**src/rtl/bus_master_pkg.sv**
```systemverilog
// Shared definitions for the bus_master burst initiator.
//   - bus width defaults for the 8-bit CPU-side memory bus
//   - burst length encoding (cmd_len holds beats minus one)
//   - FSM state encoding, also exported on the state_dbg port
package bus_master_pkg;

    localparam int BUS_ADDR_W = 8;
    localparam int BUS_DATA_W = 8;
    localparam int LEN_W      = 8;

    // Number of beats in a burst is cmd_len + LEN_OFFSET (0..255 -> 1..256).
    localparam int LEN_OFFSET = 1;

    typedef enum logic [1:0] {
        ST_IDLE     = 2'd0,
        ST_WR       = 2'd1,
        ST_RD_ISSUE = 2'd2,
        ST_RD_OUT   = 2'd3
    } state_t;

    // True when the beat being handled is the final beat of the burst.
    function automatic logic is_last_beat(input logic [LEN_W-1:0] remaining);
        return remaining == '0;
    endfunction

endpackage

```
**src/rtl/bus_master.sv**
```systemverilog
// bus_master: burst initiator for the 8-bit CPU-side memory bus.
//
// Accepts a burst command (direction, start address, beats-minus-one), then
// issues one single-cycle wr_en or rd_en strobe per beat, moving data in from
// the write stream or out to the read stream.
//
// Ports:
//   clk, reset              clock; asynchronous active-high reset
//   cmd_valid/cmd_ready     command handshake; cmd_write, cmd_addr, cmd_len
//   wdata/wvalid/wready     write stream into the master
//   rdata/rvalid/rready     read stream out of the master
//   done                    one-cycle pulse at burst completion
//   busy                    high whenever the FSM is not idle
//   addr/dout/din           bus address, write data, read data (din is
//                           combinational from the slave)
//   wr_en/rd_en             bus strobes, never high together
//   state_dbg               current FSM state (bus_master_pkg::state_t)
//
// Handshake rule for all three streams: a transfer happens on the rising
// edge where both valid and ready are high; valid never waits on ready, and
// the producer holds its payload stable while valid is high and ready is low.
module bus_master
    import bus_master_pkg::*;
#(
    parameter int ADDR_W = BUS_ADDR_W,
    parameter int DATA_W = BUS_DATA_W
) (
    input  logic              clk,
    input  logic              reset,
    input  logic              cmd_valid,
    output logic              cmd_ready,
    input  logic              cmd_write,
    input  logic [ADDR_W-1:0] cmd_addr,
    input  logic [LEN_W-1:0]  cmd_len,
    input  logic [DATA_W-1:0] wdata,
    input  logic              wvalid,
    output logic              wready,
    output logic [DATA_W-1:0] rdata,
    output logic              rvalid,
    input  logic              rready,
    output logic              done,
    output logic              busy,
    output logic [ADDR_W-1:0] addr,
    output logic [DATA_W-1:0] dout,
    input  logic [DATA_W-1:0] din,
    output logic              wr_en,
    output logic              rd_en,
    output logic [1:0]        state_dbg
);

    localparam logic [ADDR_W-1:0] ADDR_ONE = {{(ADDR_W-1){1'b0}}, 1'b1};
    localparam logic [LEN_W-1:0]  LEN_ONE  = {{(LEN_W-1){1'b0}}, 1'b1};

    state_t             state;
    logic [ADDR_W-1:0]  cur_addr;
    logic [LEN_W-1:0]   remaining;

    assign cmd_ready = (state == ST_IDLE);
    assign wready    = (state == ST_WR);
    assign busy      = (state != ST_IDLE);
    assign state_dbg = state;

    always_ff @(posedge clk or posedge reset) begin
        if (reset) begin
            state     <= ST_IDLE;
            cur_addr  <= '0;
            remaining <= '0;
            addr      <= '0;
            dout      <= '0;
            rdata     <= '0;
            rvalid    <= 1'b0;
            wr_en     <= 1'b0;
            rd_en     <= 1'b0;
            done      <= 1'b0;
        end else begin
            // Strobes and done are single-cycle unless re-asserted below.
            wr_en <= 1'b0;
            rd_en <= 1'b0;
            done  <= 1'b0;

            case (state)
                ST_IDLE: begin
                    if (cmd_valid) begin
                        cur_addr  <= cmd_addr;
                        remaining <= cmd_len;
                        if (cmd_write) begin
                            state <= ST_WR;
                        end else begin
                            // First read strobe goes out in the cycle right
                            // after acceptance.
                            state <= ST_RD_ISSUE;
                            addr  <= cmd_addr;
                            rd_en <= 1'b1;
                        end
                    end
                end

                ST_WR: begin
                    if (wvalid) begin
                        wr_en    <= 1'b1;
                        addr     <= cur_addr;
                        dout     <= wdata;
                        cur_addr <= cur_addr + ADDR_ONE;
                        if (is_last_beat(remaining)) begin
                            // done lands in the same cycle as the final wr_en.
                            state <= ST_IDLE;
                            done  <= 1'b1;
                        end else begin
                            remaining <= remaining - LEN_ONE;
                        end
                    end
                end

                ST_RD_ISSUE: begin
                    // din is valid during the rd_en cycle; capture it here.
                    rdata  <= din;
                    rvalid <= 1'b1;
                    state  <= ST_RD_OUT;
                end

                ST_RD_OUT: begin
                    if (rready) begin
                        rvalid   <= 1'b0;
                        cur_addr <= cur_addr + ADDR_ONE;
                        if (is_last_beat(remaining)) begin
                            state <= ST_IDLE;
                            done  <= 1'b1;
                        end else begin
                            remaining <= remaining - LEN_ONE;
                            state     <= ST_RD_ISSUE;
                            addr      <= cur_addr + ADDR_ONE;
                            rd_en     <= 1'b1;
                        end
                    end
                end

                default: state <= ST_IDLE;
            endcase
        end
    end

endmodule

```
**config.mk**
```make
export PLATFORM = sky130hd
export DESIGN_NAME = bus_master
export DESIGN_NICKNAME = d
export VERILOG_FILES = /design/src/rtl/bus_master_pkg.sv /design/src/rtl/bus_master.sv
export SDC_FILE = /design/constraint.sdc
export NUM_CORES = 1
export LEC_CHECK = 0
export CELL_PAD_IN_SITES_DETAIL_PLACEMENT = 1
export CELL_PAD_IN_SITES_GLOBAL_PLACEMENT = 2
export CORE_UTILIZATION = 27
export DETAILED_ROUTE_END_ITERATION = 10
export GPL_ROUTABILITY_DRIVEN = 1
export GPL_TIMING_DRIVEN = 0
export HOLD_SLACK_MARGIN = 0.08
export PLACE_DENSITY = 0.84
export REMOVE_ABC_BUFFERS = 1
export SKIP_CTS_REPAIR_TIMING = 1
export SYNTH_ARGS = -nofsm -noshare
export SYNTH_HDL_FRONTEND = slang
export SYNTH_SLANG_ARGS = --single-unit
```
**constraint.sdc**
```tcl
create_clock -name clk -period 2 [get_ports clk]
set_input_delay 0.4 -clock clk [delete_from_list [all_inputs] [get_ports clk]]
set_output_delay 0.4 -clock clk [all_outputs]
set_load 0.02 [all_outputs]
```
[After elaboration in Yosys (flattened, before gate mapping)]
Index checks and enable logic that the tools add are counted.
Widths: inputs -> output; s select.
Word-level totals
  bits in registers: 46
  output and inout bits: 33
  logic and storage cells: 66
Cells by class
  $add $sub $neg: 2
  equal/unequal tests: 9
  muxes and demuxes: 35
  reductions and logical operators: 10
Operators with widths (number)
  $mux 8: 12
  $pmux 8 s3: 3
  $mux 2: 6
  $mux 1: 10
  $ne 2x2->1 const B: 5
  $add 8x1->8 const B: 1
  $logic_not 8->1: 1
  $pmux 2 s4: 1
  $reduce_and 4->1: 2
  $sub 8x1->8 const B: 1
  $pmux 1 s2: 3
  $reduce_and 6->1: 1
  $eq 2x2->1 const B: 2
  $reduce_and 2->1: 2
  $reduce_bool 2->1: 2
  $reduce_bool 3->1: 1
  $eq 2x1->1 const B: 1
  $logic_not 2->1: 1
  $ne 2x1->1 const B: 1

[Longest topological paths before layout]
  depth in word-level cells: 4
  mapped depth: 8
  gate-level depth less buffers: 6

[Worst setup path before layout]
Ideal clock, no wire load.
  kind: reg2reg
  from: register state[0], in the netlist state_dbg[0]
  to: register cur_addr[0]
  setup time: 104 ps
  arrival: 2127 ps
  slack: -231 ps
  cell stages (with the launch flop): 8
  path buffers: 1
  clock period less this slack: 2231 ps
  cells stage by stage: dfrtp_1 > inv_1 > ha_1 > nor2b_4 > or4_1 > buf_6 > or3_1 > o311ai_1
Between the ends
  cells in the longest elaborated chain, start to end: 3
Ends and longest elaborated chain
  start: declaration: line bus_master.sv:54  | state_t state;
  start signal: assignment: line bus_master.sv:65  | state <= ST_IDLE;
  start signal: assignment: line bus_master.sv:87  | state <= ST_WR;
  start signal: assignment: line bus_master.sv:91  | state <= ST_RD_ISSUE;
  $logic_not 2->1 (*)
  via cmd_ready: line bus_master.sv:31  | output logic cmd_ready,
  $ne 2x2->1 (no source line) / $reduce_bool 3->1 (equally long branches)
  $reduce_and 4->1 (no source line)
  end signal: assignment: line bus_master.sv:84  | cur_addr <= cmd_addr;
  end signal: assignment: line bus_master.sv:103  | cur_addr <= cur_addr + ADDR_ONE;
  end signal: assignment: line bus_master.sv:124  | cur_addr <= cur_addr + ADDR_ONE;
  end: declaration: line bus_master.sv:55  | logic [ADDR_W-1:0] cur_addr;
The timed path passes the listed nets; every way through them passes the cells marked *.
A chain may end at the register's enable or synchronous reset.

[Worst setup path in the final report]
  from: register state[0], in the netlist state_dbg[0]
  to: register addr[0]
Between the ends
  cells in the longest elaborated chain, start to end: 3
Ends and longest elaborated chain
  $eq 2x2->1, or another cell as far along: line bus_master.sv:81  | case (state)
  $ne 2x2->1 (no source line) / $reduce_bool 3->1 (equally long branches)
  $reduce_and 6->1 (no source line)
  end signal: assignment: line bus_master.sv:92  | addr <= cmd_addr;
  end signal: assignment: line bus_master.sv:101  | addr <= cur_addr;
  end signal: assignment: line bus_master.sv:131  | addr <= cur_addr + ADDR_ONE;
  end: declaration: line bus_master.sv:43  | output logic [ADDR_W-1:0] addr,
Several ways; a longest one is shown, not always the timed one.

==> run summary <==
Vias after detailed routing: 2288
Final-report hold violation count: 0
Sequential area share after synthesis: 45.75%
Total power: 7.266 mW
WL/cell: 17.82 um
Starting density of the core: 28.30%
Skew-Pair Late Insertion Delay: 320 ps
Yosys top cell area share: 45.75%
Ant diodes: 0
Dpl ws: -895.7 ps
FFs w/ async S/R, synth: 100.0%
Top cells by area, synth: dfrtp_1, mux2_2, mux2_4, a21oi_1, ha_1
Io pins: 71
Final Slew Violations: 0
Vias in the first global route: 2181
Status: complete, but fails checks
Top sig layer: met4
Filler Cell Count: 948
Worst clock skew: 8.586 ps
Power Density: 1874 nW/um^2
Yosys warns: 0
M1 WL: 3.573 mm
Max IR drop VDD: 0.7464 mV
Die W: 98.54 um
Total CTS buffers: 5
Max-slew headroom: 63.04%
Final period util: 108.0%
Post-synth EDFFs: 0
DP HPWL: 4.876 mm
DR pass1 iterations: 9
Largest net degree at the start of global routing: 28
Register bit total from synthesis: 46
Arr. time, crit path: 2360 ps
Clock transition at path regs: 100 ps
Leakage: 1.603 nW
Tmin final: 2160 ps
Crit-path max FO: 8
Startpoint types: flop
Total GRT Usage: 14.76%
Worst Hold Margin: 445.6 ps
DIE AREA: 9709 um^2
Metal3 WL: 395 um
Synth unique cells: 52
CTS Sinks: 46
Final wirelength: 7.877 mm
Drt initial violations: 106
Clock Tree Buf Depth: 2
Peak Freq: 462.9 MHz
Die Y: 98.54 um
First-pass GRT wire length: 11.31 mm
Setup CP Type: flop to flop
Worst-margin pin slew: 553.5 ps
Fraction of layout cells with a size suffix above 1: 29.64%
Core area: 8891 um^2
Initial antenna violation count: 0
Wire length on met2: 3.674 mm
Syn-to-layout area delta: 54.05%
Mapped Cells: 239
Violated checks: design-rule violations, negative setup slack
Area leader, netlist: dfrtp_1
Cell Area, Synth: 2516 um^2
CTS tree: built
HP Class: input port to asynchronous set/reset pin
Final setup margin: -160.2 ps
Critical Path RT: 2200 ps
DRC: 1
Mean post-synth cell area: 10.53 um^2
RSZ-0062 raised after global routing: yes
ANT nets after route: 0
Count of final setup violators: 18
Dominant synthesized flop cell: dfrtp_1
Vias/cell: 5.176
Setup crit end kind: flop
IO buf count: 70
CTS root buf: clkbuf_8
Gpl congestion: 0.7536
Gr ovfl total: 0
Max-cap violation count: 0
FP Rows: 34
Fin nets: 377
Htree depth: 2
==> logic make-up after synthesis <==
kind of cell | share of synthesized area [%]
simple gates | 15.37
mux | 13.38
flops | 45.75
compound gates | 17.55
buf+inv | 4.972
fa+ha+maj | 2.984
==> state kept, by name (all words and copies together), names as in the netlist <==
signal     cells
wr_en          1
state_dbg      2
rdata          8
rd_en          1
cur_addr       8
rvalid         1
addr           8
dout           8
remaining      8
done           1
==> final timing paths <==
path                         startpoint            to  slack (ps)  cells past startpoint
max                        state_dbg[0]       addr[0]        -160                      8
min                               reset   cur_addr[3]         450                      2
max reg2reg                state_dbg[0]       addr[0]        -160                      8
min reg2reg                     dout[7]       dout[7]         510                      1
max in group asynchronous         reset  state_dbg[1]        1020                      3
min in group clk                dout[7]       dout[7]         510                      1
==> routing by layer <==
metal | global-route usage [%] | up-vias
met2 | 23.13 | 69
met3 | 4.113 | 16
li1 | - | 1072
met5 | 0 | -
met4 | 5.511 | 0
met1 | 19.46 | 1131
==> per-stage QoR <==
step | std cells | instance area (um^2) | setup TNS, ps | utilization [%]
2_1_floorplan | 225 | 2440 | -13760 | -
3_3_place_gp | 403 | 3276 | -53290 | 36.84
3_5_place_dp | 406 | 3327 | -15020 | 37.42
4_1_cts | 414 | 3441 | -17230 | 38.70
5_1_grt | 442 | 3876 | -2672 | 43.60
6_report | 442 | 3876 | -1618 | 43.60
==> final cells by class <==
cell class | count | area [um^2] | area share, %
clock buffer | 5 | 68.82 | 1.775
tap | 108 | 135.1 | 3.486
inverter | 13 | 51.30 | 1.323
multi-input combinational | 166 | 1419 | 36.60
sequential | 46 | 1154 | 29.76
timing repair buffer | 101 | 1003 | 25.89
clock inverter | 3 | 45.04 | 1.162
==> cells in the final DEF (no fill, tap or decap), types with 3 or more instances in the layout <==
cell / n
o311ai_0: 3
o22ai_1: 6
dfrtp_1: 44
a2bb2oi_1: 3
a21oi_1: 16
ha_4: 5
clkdlybuf4s50_1: 67
nand2_1: 18
inv_1: 9
o21ai_0: 6
nand3_1: 8
buf_4: 21
nor2_1: 9
o211ai_1: 3
inv_2: 3
dlymetal6s2s_1: 3
mux2i_1: 4
nor3_1: 3
clkbuf_8: 5
buf_6: 6
mux2_4: 7
mux2_2: 16
==> synth_stat cells, drive strengths merged, types with 3 or more instances <==
library cell	count
o21ai	10
or3	3
nor2b	4
nor3	6
ha	6
o31ai	3
clkbuf	9
nor2	11
inv	13
nand3	8
buf	5
nand2	19
o211ai	3
mux2i	4
mux2	24
a21oi	18
o311ai	4
dfrtp	46
o22ai	6
a2bb2oi	5
==> worst max-delay path, cell delays in order, from the launching register on <==
cell,delay (ps)
dfrtp_2,460
buf_6,140
ha_4,180
nor2b_4,130
buf_4,140
nor4_4,190
buf_4,190
o211a_4,280
mux2_4,330
==> power breakdown <==
group | total (mW) | leakage (nW) | switching (mW) | internal, mW
registers | 1.85 | 0.545 | 0.450 | 1.40
clock network | 0.739 | 0.0504 | 0.366 | 0.372
logic | 4.67 | 1.01 | 2.24 | 2.43
No activity file was read; power rests on OpenSTA's default activity.
